## src/rtl/mem_arbiter.sv

```systemverilog
// mem_arbiter: shares one single-ported, variable-latency memory between fetch,
// load and store. Fixed priority with fetch anti-starvation and an access watchdog.
module mem_arbiter #(
    parameter int unsigned W       = 32,
    parameter int unsigned STARVE  = 4,
    parameter int unsigned TIMEOUT = 255
) (
    input  logic         clk,
    input  logic         rst,
    input  logic         i_req,
    input  logic [W-1:0] i_addr,
    output logic [W-1:0] i_rdata,
    output logic         i_done,
    input  logic         l_req,
    input  logic [W-1:0] l_addr,
    output logic [W-1:0] l_rdata,
    output logic         l_done,
    input  logic         s_req,
    input  logic [W-1:0] s_addr,
    input  logic [W-1:0] s_data,
    output logic         s_done,
    output logic         err,
    output logic         stall,
    output logic         mem_req,
    output logic         mem_we,
    output logic [W-1:0] mem_addr,
    output logic [W-1:0] mem_wdata,
    input  logic         mem_ack,
    input  logic [W-1:0] mem_rdata
);
    localparam int unsigned SW = 4;
    localparam int unsigned TW = 8;
    localparam logic [SW-1:0] STARVE_LIM = SW'(STARVE);
    localparam logic [TW-1:0] WD_LAST    = TW'(TIMEOUT - 1);

    typedef enum logic [1:0] {
        IDLE = 2'd0,
        BUSY = 2'd1,
        DONE = 2'd2
    } state_t;

    typedef enum logic [1:0] {
        OWN_I = 2'd0,
        OWN_L = 2'd1,
        OWN_S = 2'd2
    } owner_t;

    state_t          state;
    owner_t          owner;
    logic [SW-1:0]   starve_cnt;
    logic [TW-1:0]   wd_cnt;

    logic            i_pend;
    logic            l_pend;
    logic            s_pend;
    logic            win_valid;
    owner_t          win;
    logic [W-1:0]    win_addr;
    logic            ack;
    logic            finish;
    logic [W-1:0]    fill;

    // Masked requests and winner selection; a starved fetch overrides priority.
    always_comb begin
        i_pend    = i_req & ~i_done;
        l_pend    = l_req & ~l_done;
        s_pend    = s_req & ~s_done;
        win_valid = i_pend | l_pend | s_pend;
        win       = OWN_I;
        if (i_pend && (starve_cnt == STARVE_LIM)) begin
            win = OWN_I;
        end else if (s_pend) begin
            win = OWN_S;
        end else if (l_pend) begin
            win = OWN_L;
        end
        case (win)
            OWN_S:   win_addr = s_addr;
            OWN_L:   win_addr = l_addr;
            default: win_addr = i_addr;
        endcase
    end

    assign ack    = mem_ack & mem_req;
    assign finish = ack | (wd_cnt == WD_LAST);
    // An aborted access returns zero to its owner.
    assign fill   = ack ? mem_rdata : '0;

    assign stall = (i_req & ~i_done) | (l_req & ~l_done) | (s_req & ~s_done);

    always_ff @(posedge clk) begin
        if (rst) begin
            state      <= IDLE;
            owner      <= OWN_I;
            starve_cnt <= '0;
            wd_cnt     <= '0;
            mem_req    <= 1'b0;
            mem_we     <= 1'b0;
            mem_addr   <= '0;
            mem_wdata  <= '0;
            i_rdata    <= '0;
            l_rdata    <= '0;
            i_done     <= 1'b0;
            l_done     <= 1'b0;
            s_done     <= 1'b0;
            err        <= 1'b0;
        end else begin
            i_done <= 1'b0;
            l_done <= 1'b0;
            s_done <= 1'b0;
            err    <= 1'b0;
            case (state)
                IDLE: begin
                    if (win_valid) begin
                        owner     <= win;
                        mem_req   <= 1'b1;
                        mem_we    <= (win == OWN_S);
                        mem_addr  <= win_addr;
                        mem_wdata <= (win == OWN_S) ? s_data : '0;
                        wd_cnt    <= '0;
                        state     <= BUSY;
                        // Count data grants that bypass a waiting fetch.
                        if ((win == OWN_I) || !i_pend) begin
                            starve_cnt <= '0;
                        end else if (starve_cnt != STARVE_LIM) begin
                            starve_cnt <= starve_cnt + SW'(1);
                        end
                    end
                end
                BUSY: begin
                    if (finish) begin
                        mem_req <= 1'b0;
                        err     <= ~ack;
                        state   <= DONE;
                        case (owner)
                            OWN_I: begin
                                i_done  <= 1'b1;
                                i_rdata <= fill;
                            end
                            OWN_L: begin
                                l_done  <= 1'b1;
                                l_rdata <= fill;
                            end
                            default: s_done <= 1'b1;
                        endcase
                    end else begin
                        wd_cnt <= wd_cnt + TW'(1);
                    end
                end
                DONE: begin
                    state <= IDLE;
                end
                default: begin
                    state <= IDLE;
                end
            endcase
        end
    end
endmodule

```

## config.mk

```make
export PLATFORM = sky130hd
export DESIGN_NAME = mem_arbiter
export DESIGN_NICKNAME = d
export VERILOG_FILES = /design/src/rtl/mem_arbiter.sv
export SDC_FILE = /design/constraint.sdc
export NUM_CORES = 1
export LEC_CHECK = 0
export CELL_PAD_IN_SITES_DETAIL_PLACEMENT = 1
export CELL_PAD_IN_SITES_GLOBAL_PLACEMENT = 1
export CORE_MARGIN = 1.5
export CORE_UTILIZATION = 30
export CTS_CLUSTER_DIAMETER = 200
export DETAILED_ROUTE_END_ITERATION = 12
export GPL_TIMING_DRIVEN = 0
export HOLD_SLACK_MARGIN = 0.05
export PLACE_DENSITY = 0.85
export SLEW_MARGIN = 5
export SYNTH_ARGS = -nofsm -noshare
export SYNTH_HDL_FRONTEND = slang
export SYNTH_SLANG_ARGS = --single-unit
```

## constraint.sdc

```tcl
create_clock -name clk -period 3.3 [get_ports clk]
set_clock_uncertainty 0.2 [all_clocks]
set_input_delay 0.66 -clock clk [delete_from_list [all_inputs] [get_ports clk]]
set_output_delay 0.66 -clock clk [all_outputs]
set_load 0.01 [all_outputs]
```

; ---- Word-level counts from Yosys, hierarchy flattened
; Cells that the tools add are included.
[word_totals]
ff_bits = 150
[op_classes]
addsub = 2
eq_ne = 10
n_mux = 20
bitwise_logic = 13
n_reduce_logical = 17
[ops]
columns = cell, count
row1 = 32-bit two-way mux, 2
row2 = 32-bit case mux with 2 select lines, 1
row3 = 8-bit two-way mux, 2
row4 = 8-bit case mux with 2 select lines, 1
row5 = 3-bit AND reduction, 5
row6 = 8-bit by 1-bit adder with 8-bit output (second input constant), 1
row7 = 8-bit equality test (second input constant), 1
row8 = 2-bit two-way mux, 4
row9 = 4-bit two-way mux, 2
row10 = 2-bit by 1-bit equality test with 1-bit output (second input constant), 3
row11 = 2-bit logical NOT, 3
row12 = 1-bit two-way mux, 6
row13 = 2-bit inequality test (second input constant), 3
row14 = 1-bit inverter, 6
row15 = 4-bit by 1-bit adder with 4-bit output (second input constant), 1
row16 = 1-bit bitwise AND, 4
row17 = 4-bit by 3-bit equality test with 1-bit output (second input constant), 1
row18 = 4-bit by 3-bit inequality test with 1-bit output (second input constant), 1
row19 = 2-bit case mux with 2 select lines, 1
row20 = 2-bit AND reduction, 2
row21 = 2-bit nonzero test, 2
row22 = 1-bit OR, 3
row23 = 3-bit OR reduction, 1
row24 = 2-bit equality test (second input constant), 1
row25 = other kinds (5), 5

; ---- Logic depth before layout (Yosys ltp)
; Gate-level depths: netlist (run 1).
[depth]
word_depth = 9
mapped_depth = 12

; ---- Worst setup path after synthesis (run 1)
; Ideal clock, no wire load.
[synth_timing]
path_kind = register -> register
from = register starve_cnt[0]
to = register starve_cnt[3]
setup_time_ps = 74
t_arrival_ps = 2287
required_time_ps = 3026
slack_ps = 739
path_stages_with_launch = 11
path_buffers = 0
path_cell_list = dfxtp_1 inv_1 ha_1 and3b_1 a221oi_1 inv_1 ha_1 or3b_2 nor4_1 nand2b_1 a31oi_1
[synth_via]
elab_chain_cells = 7
[synth_lines]
columns = item, line_no
row1 = from (decl), 50  ; logic [SW-1:0] starve_cnt;
row2 = from (signal assigned), 126  ; starve_cnt <= starve_cnt + SW'(1);
row3 = 4-bit by 3-bit equality test with 1-bit output (*), 70  ; if (i_pend && (starve_cnt == STARVE_LIM)) begin
row4 = 1-bit logical AND (*), 70
row5 = 2-bit two-way mux (*), 70
row6 = net win[0], 57  ; owner_t win;
row7 = 2-bit logical NOT (*), 123  ; if ((win == OWN_I) || !i_pend) begin
row8 = 1-bit logical OR (*), 123
row9 = 2-bit nonzero test (no line), n/a
row10 = 3-bit AND reduction (no line), n/a
; Mark *: on every way through the listed nets, which the timed path passes. The rest lies on a longest branch. The select of a mux whose other input is x is not followed.
; A chain may end at the register's enable or synchronous reset.

; ---- Worst setup path in the final report (run 1)
[layout_timing]
from = register starve_cnt[0]
to = register mem_addr[19]
[layout_via]
elab_chain_cells = 5
[layout_lines]
columns = item, line_no
row1 = 4-bit by 3-bit equality test with 1-bit output (*), 70
row2 = 1-bit logical AND (*), 70
row3 = 2-bit two-way mux (*), 70
row4 = net win[1], 57
row5 = 2-bit by 1-bit equality test with 1-bit output / 2-bit equality test (equally long branches), 77  ; case (win)
row6 = 32-bit case mux with 2 select lines (*), 77
row7 = to (signal assigned), 118  ; mem_addr <= win_addr;
row8 = to (decl), 26  ; output logic [W-1:0] mem_addr,
; Mark *: on every way through the listed nets, which the timed path passes. The rest lies on a longest branch.

==> results.py, run 1 <==
metrics = {
    "clock_network": {
        "cts_buffer_depth": 2,
        "cts_buffers": 17,
        "cts_hold_buf": 0,
        "clock_latency_ns": 0.42,
        "cts_tree": "built",
        "clock_sinks": 150,
        "clkTransAtPathRegs_ns": 0.06,
        "cts-root-buf": "clkbuf_16",
        "cts.htree.levels": 4,
    },
    "hold_path": {
        "hold_end": "mem_addr[23]$_SDFFE_PP0P_",
        "hp-start": "mem_addr[23]$_SDFFE_PP0P_",
        "hp-class": "register to register",
        "hold_depth": 2,
    },
    "logic_synthesis": {
        "syn_nets": 947,
        "ys_seq_elements": 150,
        "synthArstFlopShare_pct": 0,
        "yosysWarnings": 0,
        "synth_edf_count": 0,
        "synth_cell_types": 43,
        "synth_area_um2": 6640,
        "synth_ff_type": "dfxtp_1",
        "synthCells": 774,
        "ys_seq_area_share_pct": 45.3,
        "postSynthAreaPerCell_um2": 8.57,
    },
    "setup_path": {
        "rrSetupSlack_ns": 0.32,
        "slowest_delay_ns": 0.51,
        "startpoint_type": "register",
        "arrival_ns": 3.07,
        "worstRegToRegCells": 10,
        "cp.required_ns": 3.39,
        "endpoint_kind": "register",
        "r2r_end": "mem_addr[19]$_SDFFE_PP0P_",
        "crit_fanout": 10,
        "critPathSlowestCell": "ha_1",
        "rr_startpoint": "starve_cnt[0]$_SDFFE_PP0P_",
        "critPathKind": "register to register",
        "crit_chain": "inv_1 > ha_1 > and3b_1 > a21oi_1 > inv_1 > ha_1 > clkbuf_1 > o21ai_0 > nand2_1 > a21oi_1",
    },
    "sta": {
        "setup_violations": 0,
        "fmax_mhz": 335,
        "post-route-period-util_pct": 90.4,
        "tightest_slew_ns": 0.788,
        "max-slew-margin-rel_pct": 47.5,
        "slew_viol_final": 0,
        "fin_hold_ws_ns": 0.252,
        "rsz0062_at_grt": "false",
        "hold_viol_final": 0,
        "finalCriticalPeriod_ns": 2.98,
        "tns_ns": 0,
    },
    "layout": {
        "area_growth_pct": 60.1,
        "final_common_cell": "clkdlybuf4s50_1",
        "seqCellArea_um2": 3000,
        "fillCellCount": 2588,
        "fin_area_um2": 10600,
        "multiInputGateArea_um2": 3310,
        "diodes": 0,
        "layout_common_cells": "300 x clkdlybuf4s50_1, 150 x dfxtp_1, 139 x nand2_1",
        "nets": 1265,
        "drive_above_1_share_pct": 5.79,
    },
    "placed_design": {
        "placed_area_um2": 9990,
        "dp_hpwl_um": 19700,
        "portBuffers": 300,
        "gp_congestion": 0.861,
    },
    "floorplan": {
        "core-area_um2": 21800,
        "start_util_pct": 30.5,
        "die_area_um2": 23000,
        "fp.dieH_um": 152,
        "pin_count": 301,
        "die_w_um": 152,
        "row_count": 54,
    },
    "route": {
        "drc": 0,
        "vias_per_cell": 4.96,
        "ant_nets": 0,
        "first_pass_iters": 4,
        "wirelength_um": 26000,
        "wl_per_cell_um": 18.8,
        "vias": 6871,
        "first_iter_violations": 212,
    },
    "run": {
        "drv_cap": 0,
    },
    "pwr": {
        "leakage_uw": 0.00410,
        "p_total_uw": 4830,
        "pwr_density_cell_nw_per_um2": 455,
        "peakVddDrop_v": 0.000302,
    },
    "run_status": {
        "status": "finished clean",
    },
    "global_route": {
        "antenna_found_initial": 0,
        "grt_max_degree": 17,
        "gr-total-overflow": 0,
        "grt_pass1_vias": 7347,
        "track_usage_pct": 22.4,
        "grt_pass1_wl_um": 39100,
    },
}
## registers in the layout, summed over array words and instances, names as in the netlist
signal	flops
l_done	1
starve_cnt	4
i_rdata	32
l_rdata	32
state	2
wd_cnt	8
mem_req	1
owner	2
mem_we	1
err	1
i_done	1
mem_addr	32
s_done	1
mem_wdata	32
## metal layers
metal	share of wire, %	GRT usage [%]	vias up	wire (µm)
met5	0	0	-	0
met4	2.1	8.22	0	554
met3	8.3	7.34	33	2160
met2	50	40.4	218	13100
met1	39	24.2	3308	10200
li1	-	-	3312	-
## cell families (layout without fill, tap and decap cells)
| group | after synthesis | count (layout) | share of synthesized area [%] |
|---|---|---|---|
| AOI/OAI and AO/OA | 160 | 160 | 14.1 |
| adders and majority gates | 7 | 7 | 1.32 |
| buffers and inverters | 73 | 404 | 4.92 |
| DFF | 150 | 150 | 45.3 |
| muxes | 64 | 64 | 9.65 |
| and+or+nand+nor | 320 | 320 | 24.7 |
## final cells by class
cell class                 count  area share [%]
clock inverter                14            1.77
timing repair buffer         300            28.3
sequential                   150            28.3
buffer                        65            2.86
tap                          280            3.30
inverter                       7           0.247
clock buffer                  18            4.13
multi-input combinational    551            31.2
## repair_timing
item                                    in CTS  in global routing
endpoints found under the setup margin       1                 43
hold endpoints to repair                     0                  0
cloned                                       0                  0
buffers inserted                             0                  0
resized for setup                            2                  6
## Yosys cell counts, types with 4 or more instances
cell type | count | area share (%)
inv_1 | 7 | 0.40
nand3b_1 | 35 | 4.0
nand2b_1 | 72 | 6.8
ha_1 | 7 | 1.3
dfxtp_1 | 150 | 45
nand4_1 | 5 | 0.47
a31oi_1 | 4 | 0.38
mux2i_1 | 64 | 9.7
buf_6 | 4 | 0.68
buf_2 | 15 | 1.1
a22oi_1 | 32 | 3.6
nand2_1 | 139 | 7.9
a21oi_1 | 76 | 5.7
o21ai_0 | 36 | 2.7
nand3_1 | 44 | 3.3
nor2_1 | 8 | 0.45
clkbuf_1 | 43 | 2.4
## how the worst max path moves through the flow
stage / from / endpoint / slack [ns] / cells past startpoint
after global placement: s_req / mem_addr[20]$_SDFFE_PP0P_ / -0.32 / 11
after CTS: starve_cnt[0]$_SDFFE_PP0P_ / mem_addr[10]$_SDFFE_PP0P_ / 0.05 / 12
final: starve_cnt[0]$_SDFFE_PP0P_ / mem_addr[19]$_SDFFE_PP0P_ / 0.32 / 10
after global routing: starve_cnt[0]$_SDFFE_PP0P_ / mem_addr[20]$_SDFFE_PP0P_ / 0.03 / 10
after detailed placement: i_req / mem_addr[19]$_SDFFE_PP0P_ / -0.40 / 9
after floorplan: starve_cnt[0]$_SDFFE_PP0P_ / starve_cnt[3]$_SDFFE_PP0P_ / 0.74 / 10
## power by group
part	internal, µW	switching [µW]
combinational	413	413
clock	1240	852
sequential	1880	40.2
## metrics by stage
step / instances / utilization (%) / setup slack (ns)
floorplan: 774 / - / 0.739
global placement: 1354 / 45.9 / -0.319
detailed placement: 1354 / 45.9 / -0.401
CTS: 1386 / 48.8 / 0.0456
global route: 1385 / 48.8 / 0.0290
finish: 1385 / 48.8 / 0.318
## worst max-delay path: cells and delay by family (launching register included)
family | cells | cell delay, ns
compound gates | 3 | 0.57
simple gates | 2 | 0.37
flops | 1 | 0.37
fa+ha+maj | 2 | 0.74
buf+inv | 3 | 0.58
Power figures use the tool's default switching activity.
==> run 2: changes to the inputs <==
--- a/config.mk
+++ b/config.mk
@@ -13,6 +13,7 @@
 export DETAILED_ROUTE_END_ITERATION = 12
 export GPL_TIMING_DRIVEN = 0
 export HOLD_SLACK_MARGIN = 0.05
+export MAX_ROUTING_LAYER = met4
 export PLACE_DENSITY = 0.85
 export SLEW_MARGIN = 5
 export SYNTH_ARGS = -nofsm -noshare
==> results.py, run 2 (same netlist as run 1, synthesis figures left out) <==
metrics = {
    "global_route": {
        "grt_max_degree": 17,
        "antenna_found_initial": 0,
        "track_usage_pct": 23.1,
        "grt_pass1_vias": 7353,
        "gr-total-overflow": 0,
        "grt_pass1_wl_um": 39100,
    },
    "sta": {
        "fin_hold_ws_ns": 0.252,
        "finalCriticalPeriod_ns": 2.98,
        "hold_viol_final": 0,
        "tns_ns": 0,
        "setup_violations": 0,
        "max-slew-margin-rel_pct": 42.9,
        "slew_viol_final": 0,
        "post-route-period-util_pct": 90.3,
        "rsz0062_at_grt": "false",
        "fmax_mhz": 336,
        "tightest_slew_ns": 0.857,
    },
    "placed_design": {
        "placed_area_um2": 9990,
        "gp_congestion": 0.874,
        "dp.cells": 1354,
        "dp_hpwl_um": 19700,
        "portBuffers": 300,
    },
    "layout": {
        "fin_area_um2": 10600,
        "diodes": 0,
        "area_growth_pct": 60.1,
        "nets": 1265,
        "layout_common_cells": "300 x clkdlybuf4s50_1, 150 x dfxtp_1, 139 x nand2_1",
        "drive_above_1_share_pct": 5.70,
        "fillCellCount": 2589,
        "final_common_cell": "clkdlybuf4s50_1",
        "stdcell_count": 1385,
    },
    "run_status": {
        "status": "finished clean",
    },
    "clock_network": {
        "cts.htree.levels": 4,
        "cts_buffer_depth": 2,
        "clkTransAtPathRegs_ns": 0.06,
        "cts_hold_buf": 0,
        "clock_sinks": 150,
        "cts_buffers": 17,
        "clock_latency_ns": 0.42,
        "cts_tree": "built",
        "cts-root-buf": "clkbuf_16",
    },
    "hold_path": {
        "hold_depth": 2,
        "hold_end": "mem_addr[23]$_SDFFE_PP0P_",
        "hp-start": "mem_addr[23]$_SDFFE_PP0P_",
        "hp-class": "register to register",
    },
    "route": {
        "ant_nets": 0,
        "vias": 6852,
        "wirelength_um": 26000,
        "vias_per_cell": 4.95,
        "first_pass_iters": 5,
        "wl_per_cell_um": 18.8,
        "drc": 0,
        "first_iter_violations": 208,
    },
    "floorplan": {
        "core-area_um2": 21800,
        "row_count": 54,
        "die_area_um2": 23000,
        "pin_count": 301,
        "fp.dieH_um": 152,
        "start_util_pct": 30.5,
        "die_w_um": 152,
    },
    "pwr": {
        "pwr_density_cell_nw_per_um2": 455,
        "peakVddDrop_v": 0.000302,
        "p_total_uw": 4830,
        "leakage_uw": 0.00409,
    },
    "setup_path": {
        "critPathMostFrequentCell": "a21oi_1",
        "crit_start": "s_req",
        "worstRegToRegCells": 10,
        "cp.required_ns": 3.38,
        "rr_startpoint": "starve_cnt[0]$_SDFFE_PP0P_",
        "startpoint_type": "primary input",
        "rrSetupSlack_ns": 0.32,
        "critPathKind": "primary input to register",
        "endpoint_kind": "register",
        "slowest_delay_ns": 0.52,
        "arrival_ns": 3.06,
        "critPathSlowestCell": "clkdlybuf4s50_1",
        "crit_fanout": 10,
        "r2r_end": "mem_addr[19]$_SDFFE_PP0P_",
        "crit_chain": "clkdlybuf4s50_1 > nand2b_1 > a21oi_1 > inv_1 > ha_1 > clkbuf_1 > o21ai_0 > nand2_1 > a21oi_1",
    },
    "run": {
        "drv_cap": 0,
    },
}
-- run 2: cell count changes in the layout (fill, tap and decap cells not counted) --
cell and change:
clkbuf_2 -2, buf_1 +1, buf_2 +1
-- run 2: report_power, final --
part | switching, µW | total [µW] | internal, µW | leakage, µW
combinational | 414 | 827 | 413 | 0.00257
clock | 855 | 2090 | 1240 | 0.000305
sequential | 40.1 | 1920 | 1880 | 0.00122
-- run 2: timing repair --
action | in CTS | in global routing
buffers inserted | 0 | 0
endpoints found under the setup margin | 1 | 43
cloned | 0 | 0
pin swaps | 0 | 0
resized for setup | 2 | 6
-- run 2: worst max-delay path by stage --
stage | end | cells past startpoint
final | mem_addr[19]$_SDFFE_PP0P_ | 9
after global routing | mem_addr[20]$_SDFFE_PP0P_ | 10
after CTS | mem_addr[10]$_SDFFE_PP0P_ | 12
after detailed placement | mem_addr[19]$_SDFFE_PP0P_ | 9
after global placement | mem_addr[20]$_SDFFE_PP0P_ | 11
after floorplan | starve_cnt[3]$_SDFFE_PP0P_ | 10
-- run 2: cell type report --
type                       instances  area, µm²  area share, %
clock inverter                    14        188           1.77
timing repair buffer             300       3000           28.3
multi-input combinational        551       3310           31.2
sequential                       150       3000           28.3
inverter                           7       26.3          0.247
tap                              280        350           3.30
clock buffer                      18        439           4.13
buffer                            65        303           2.85
-- run 2: routing by layer --
layer,global-route usage [%],wire length [µm]
met5,-,0
met1,24.2,10100
met4,8.22,560
met3,7.25,2260
met2,40.5,13100
-- run 2: stage by stage --
stage | utilization (%) | worst slack (ns)
3_3_place_gp | 45.9 | -0.319
5_1_grt | 48.8 | 0.0346
6_report | 48.8 | 0.320
2_1_floorplan | - | 0.739
3_5_place_dp | 45.9 | -0.401
4_1_cts | 48.8 | 0.0456
-- run 2: worst max-delay path: cells and delay by family --
kind,cells,cell delay [ns]
buffers and inverters,3,1.02
AO/OA/AOI/OAI,3,0.56
adder cells (fa/ha/maj),1,0.51
AND/OR/NAND/NOR,2,0.29
